$ cat config.mk
export PLATFORM = sky130hd
export DESIGN_NAME = timer_prescaler
export DESIGN_NICKNAME = d
export VERILOG_FILES = /design/src/rtl/testbench_top_pkg.sv /design/src/rtl/testbench_top_timer_prescaler.sv
export SDC_FILE = /design/constraint.sdc
export NUM_CORES = 1
export LEC_CHECK = 0
export ABC_AREA = 1
export BUFFER_PORTS_ARGS = -buffer_cell sky130_fd_sc_hd__clkbuf_2
export CAP_MARGIN = 20
export CORE_AREA = 2 2 39 41
export DETAILED_ROUTE_END_ITERATION = 7
export DIE_AREA = 0 0 41 43
export SETUP_SLACK_MARGIN = 0.2
export SLEW_MARGIN = 25
export SYNTH_ARGS = -nofsm -noshare
export SYNTH_HDL_FRONTEND = slang
export SYNTH_SLANG_ARGS = --single-unit
$ cat constraint.sdc
create_clock -name pclk -period 0.94 [get_ports pclk]
set_clock_uncertainty 0.1 [all_clocks]
set_input_delay 0.235 -clock pclk [delete_from_list [all_inputs] [get_ports pclk]]
set_output_delay 0.235 -clock pclk [all_outputs]
set_load 0.01 [all_outputs]
$ cat src/rtl/testbench_top_pkg.sv
// Timer block shared definitions: register addresses,
// control/status bit positions and prescaler helpers.
package testbench_top_pkg;

   localparam logic [7:0] ADDR_TDR  = 8'h00;
   localparam logic [7:0] ADDR_TCR  = 8'h01;
   localparam logic [7:0] ADDR_TSR  = 8'h02;
   localparam logic [7:0] ADDR_TCNT = 8'h03;

   localparam int TCR_LOAD = 7;
   localparam int TCR_DOWN = 5;
   localparam int TCR_EN   = 4;
   localparam int TCR_CKS1 = 1;
   localparam int TCR_CKS0 = 0;

   localparam int TSR_UDF = 1;
   localparam int TSR_OVF = 0;

   // Implemented TCR bits; reserved bits always read 0
   localparam logic [7:0] TCR_MASK = 8'hB3;

   typedef enum logic [1:0] {
      CKS_DIV2  = 2'd0,
      CKS_DIV4  = 2'd1,
      CKS_DIV8  = 2'd2,
      CKS_DIV16 = 2'd3
   } cks_e;

   // Low prescaler bits that must all be 1 for a tick
   function automatic logic [3:0] cks_mask(input cks_e c);
      return 4'((5'd2 << c) - 5'd1);
   endfunction

endpackage

$ cat src/rtl/testbench_top_timer_prescaler.sv
// Clock divider producing a one-cycle tick every 2/4/8/16 pclk.
// Ports: pclk, presetn, run (count enable), cks (divide select), tick.
module timer_prescaler
   import testbench_top_pkg::*;
(
   input  logic pclk,
   input  logic presetn,
   input  logic run,
   input  cks_e cks,
   output logic tick
);

   logic [3:0] cnt;
   logic [3:0] mask;

   always_ff @(posedge pclk or negedge presetn) begin
      if (!presetn)
         cnt <= 4'd0;
      else if (!run)
         cnt <= 4'd0;
      else
         cnt <= cnt + 4'd1;
   end

   // Periods divide 16, so masking the free-running count suffices
   assign mask = cks_mask(cks);
   assign tick = run && ((cnt & mask) == mask);

endmodule

-- After elaboration in Yosys (flattened, before gate mapping)
Index checks and enable logic that the tools add are counted.
- register bits: 4
- input port bits: 5
- output and inout port bits: 1
- word-level logic and storage cells: 8
- add/subtract/negate cells: 2
- eq/ne operators: 1
- shift operators: 1
- muxes and demuxes: 1
- bitwise operators: 1
- reductions and logical operators: 1
- operator list (cell ; count):
    $add A4 B1 Y4 const B ; 1
    $and A4 B4 Y4 ; 1
    $eq A4 B4 Y1 ; 1
    $mux W4 ; 1
    $shl A2 B2 Y4 const A ; 1
    $sub A4 B1 Y4 const B ; 1
    $logic_and A1 B1 Y1 ; 1

-- Depth between registers and ports, before layout
- word-level depth: 5
- depth in mapped cells: 4
- gate-level depth less buffers: 4

-- Least setup slack after synthesis
No wires, ideal clock.
- path kind: flip-flop to output port
- start: reg cnt[0]
- end: out tick
- arrival time: 674 ps
- data required time: 605 ps
- slack: -69 ps
- stages on the path, launching flop included: 5
- buffers on the path: 0
- cell sequence: dfrtp_1 > nand2_1 > inv_2 > nand2_1 > a21oi_2
- cells in the longest elaborated chain, start to end: 3
- RTL lines (item ; RTL line ; RTL):
    start: declaration ; testbench_top_timer_prescaler.sv:13 ; logic [3:0] cnt;
    start signal: assignment ; testbench_top_timer_prescaler.sv:22 ; cnt <= cnt + 4'd1;
    $and A4 B4 Y4 ; testbench_top_timer_prescaler.sv:27 ; assign tick = run && ((cnt & mask) == mask);
    $eq A4 B4 Y1 ; testbench_top_timer_prescaler.sv:27 ;
    $logic_and A1 B1 Y1 ; testbench_top_timer_prescaler.sv:27 ;
    end: declaration ; testbench_top_timer_prescaler.sv:10 ; output logic tick
No other way between the ends.

-- Final worst setup path
Ends and elaborated chain as after synthesis.

==> metrics.md <==
| Metric | Value |
|---|---|
| Largest net degree at the start of global routing | 5 |
| Slew Limit Headroom | 91.94% |
| Antenna Cells | 0 |
| I/O pin total | 6 |
| Biggest regs | cnt: 4 flops |
| Mapped Area | 203.9 sq um |
| Most common library cells after synthesis | nand2_1, dfrtp_1, nor2_1 |
| Post-synth top area share | 49.08% |
| DR pass1 iterations | 1 |
| Final design area excluding fillers | 362.8 sq um |
| Final GP Congestion | 0.6778 |
| Worst Setup End Kind | output pin |
| Max Clk Rate | 0.7607 GHz |
| P per Cell Area | 1376 nW/um^2 |
| Wire per inst | 8.175 um |
| Fraction of layout cells with a size suffix above 1 | 58.54% |
| Worst skew pair latency | 230 ps |
| Total number of vias | 196 |
| Netlist cell types | 9 |
| Max-cap violations | 0 |
| First-pass GRT wire length | 752 um |
| Die Wd | 41 um |
| GR peak layer | met4 |
| DP Worst Slack | -177.2 ps |
| Vias in the first global route | 194 |
| Initial Util | 14.74% |
| Final std cells w/o fill | 57 |
| Main synth FF type | dfrtp_1 |
| Vias per cell | 3.439 |
| # nets final | 49 |
| Initial DRC Count | 0 |
| Met1 Use GR | 8.525% |
| Critical Path Fanout Max | 2 |
| Final Max Tran Viols | 0 |
| Synth Instances | 25 |
| Synthesis-stage register bit count | 4 |
| Reg clk slew, reported paths | 40 ps |
| Crit start category | register |
| Top reg by flops | cnt |
| Final setup viols | 4 |
| Sequential area share after synthesis | 49.08% |
| Req. time, crit path | 600 ps |
| ANT nets after route | 0 |
| Top area cells in the synthesized netlist | dfrtp_1, nand2_1, nor2_1 |
| Syn Area/Cell | 8.158 sq um |
| Grt met2 use | 7.813% |
| Net Count, Synth | 31 |
| Die height | 43 um |
| Count leader, synth | nand2_1 |
| Post-synth top area cell | dfrtp_1 |
| DP Cell Count | 51 |
| Ys async rst share | 100.0% |
| HPWL after DPL | 301.8 um |
| Worst path arrival time | 980 ps |
| Kind of critical path | reg2out |
| Type of the most critical hold path | in2async |
| GRT Util Overall | 7.273% |
| Outcome | finished, violations left |
| Placed Area | 286.5 sq um |
| DRC Markers | 0 |
| Final wirelength | 466 um |
| PnR worst setup slack | -374.5 ps |
| Least-Margin Pin Slew | 120.3 ps |
| Tcrit/Tclk final | 139.8% |
| Yosys warning total | 0 |
| FP Rows | 14 |
| RSZ-0062 raised after global routing | true |
| Gr ovfl total | 0 |
| Leakage | 0.1907 nW |
| H-tree levels | 1 |
| PortBufs | 5 |
| Max reg flops | 4 |
| Failing checks | negative setup slack |
| Post-synth EDFFs | 0 |
| Initial antenna violation count | 0 |
| TritonCTS clock tree | yes |
| Final Hold Fails | 0 |
| Grt met3 use | 3.141% |
| Fin crit period | 1315 ps |
| Die footprint | 1763 sq um |
| Clk sinks | 4 |
| Core area | 1384 sq um |
| Synth-to-layout area growth | 77.91% |
| Peak VDD IR | 0.6496 mV |
| Longest Clk Path Bufs | 2 |
| CTS buffer count | 3 |
| CTS Root Cell | clkbuf_4 |
## critical path: stages, from the launching register on
cell     delay [ps]
dfrtp_1         360
nand2_1          70
inv_2            50
nand2_1          50
a21oi_2          90
buf_2           130
## cells in the final DEF (no fill, tap or decap)
master / n
nand3_2: 1
clkbuf_2: 4
dlygate4sd3_1: 1
ha_4: 1
nor2_2: 1
buf_6: 1
clkbuf_4: 3
buf_2: 1
nand2_2: 1
dfrtp_1: 4
a21oi_2: 1
inv_1: 1
inv_2: 3
xnor2_2: 1
nor2_1: 3
nand2_1: 8
buf_4: 6
## path summary, 6_finish.rpt
path                            slack [ps]  cells after the start     end    start
worst max register to register        -150                      4  cnt[2]   cnt[1]
worst min-delay path                   240                      2  cnt[0]  presetn
max in group asynchronous              380                      2  cnt[2]  presetn
worst max-delay path                  -370                      5    tick   cnt[0]
worst min register to register         450                      2  cnt[0]   cnt[0]
min in group pclk                      240                      4  cnt[1]      run
## area by class of cell
cell class | instances | area, sq um
clock buffer | 3 | 22.52
inverter | 4 | 15.01
fill | 151 | 1021
timing repair buffer | 13 | 91.34
tap | 16 | 20.02
sequential | 4 | 100.1
multi-input combinational | 17 | 113.9
## power breakdown
| group | switching [mW] | total, mW | internal, mW |
|---|---|---|---|
| Sequential | 0.00790 | 0.192 | 0.184 |
| Combinational | 0.0446 | 0.104 | 0.0589 |
| Clock | 0.0617 | 0.204 | 0.142 |
| Total | 0.114 | 0.499 | 0.385 |
## layer usage
layer | vias up | routed length, um
met4 | 0 | 0
met2 | 6 | 223
li1 | 107 | -
met1 | 83 | 222
met3 | 0 | 20
met5 | - | 0
## per-stage QoR
step | TNS (ps) | utilization, % | hold slack [ps] | power [mW]
6_report | -754.6 | 26.22 | 235.9 | 0.4992
5_1_grt | -961.4 | 26.22 | 229.4 | 0.5512
4_1_cts | -769.6 | 26.04 | 220.6 | 0.5070
3_5_place_dp | -339.3 | 20.71 | -53.55 | 0.2586
3_3_place_gp | -353.2 | 20.71 | -51.82 | 0.2583
2_1_floorplan | -159.4 | - | -160.6 | 0.2201
## timing repair
item | in CTS | in global routing
hold buffers | 1 | 0
gates resized for setup | 5 | 3
setup buffers | 2 | 0
endpoints found under the setup margin | 4 | 5
pin swaps | 5 | 1
endpoints found under the hold margin | 4 | 0
## logic make-up (layout without fill, tap and decap cells)
family / count (synthesis) / in the layout / synth area share [%]
AO/OA/AOI/OAI: 1 / 1 / 4.295
XOR/XNOR: 1 / 1 / 4.295
adder cells (fa/ha/maj): 1 / 1 / 6.134
buffers and inverters: 4 / 20 / 7.365
flip-flops: 4 / 4 / 49.08
AND/OR/NAND/NOR: 14 / 14 / 28.83
Power figures use the tool's default switching activity.
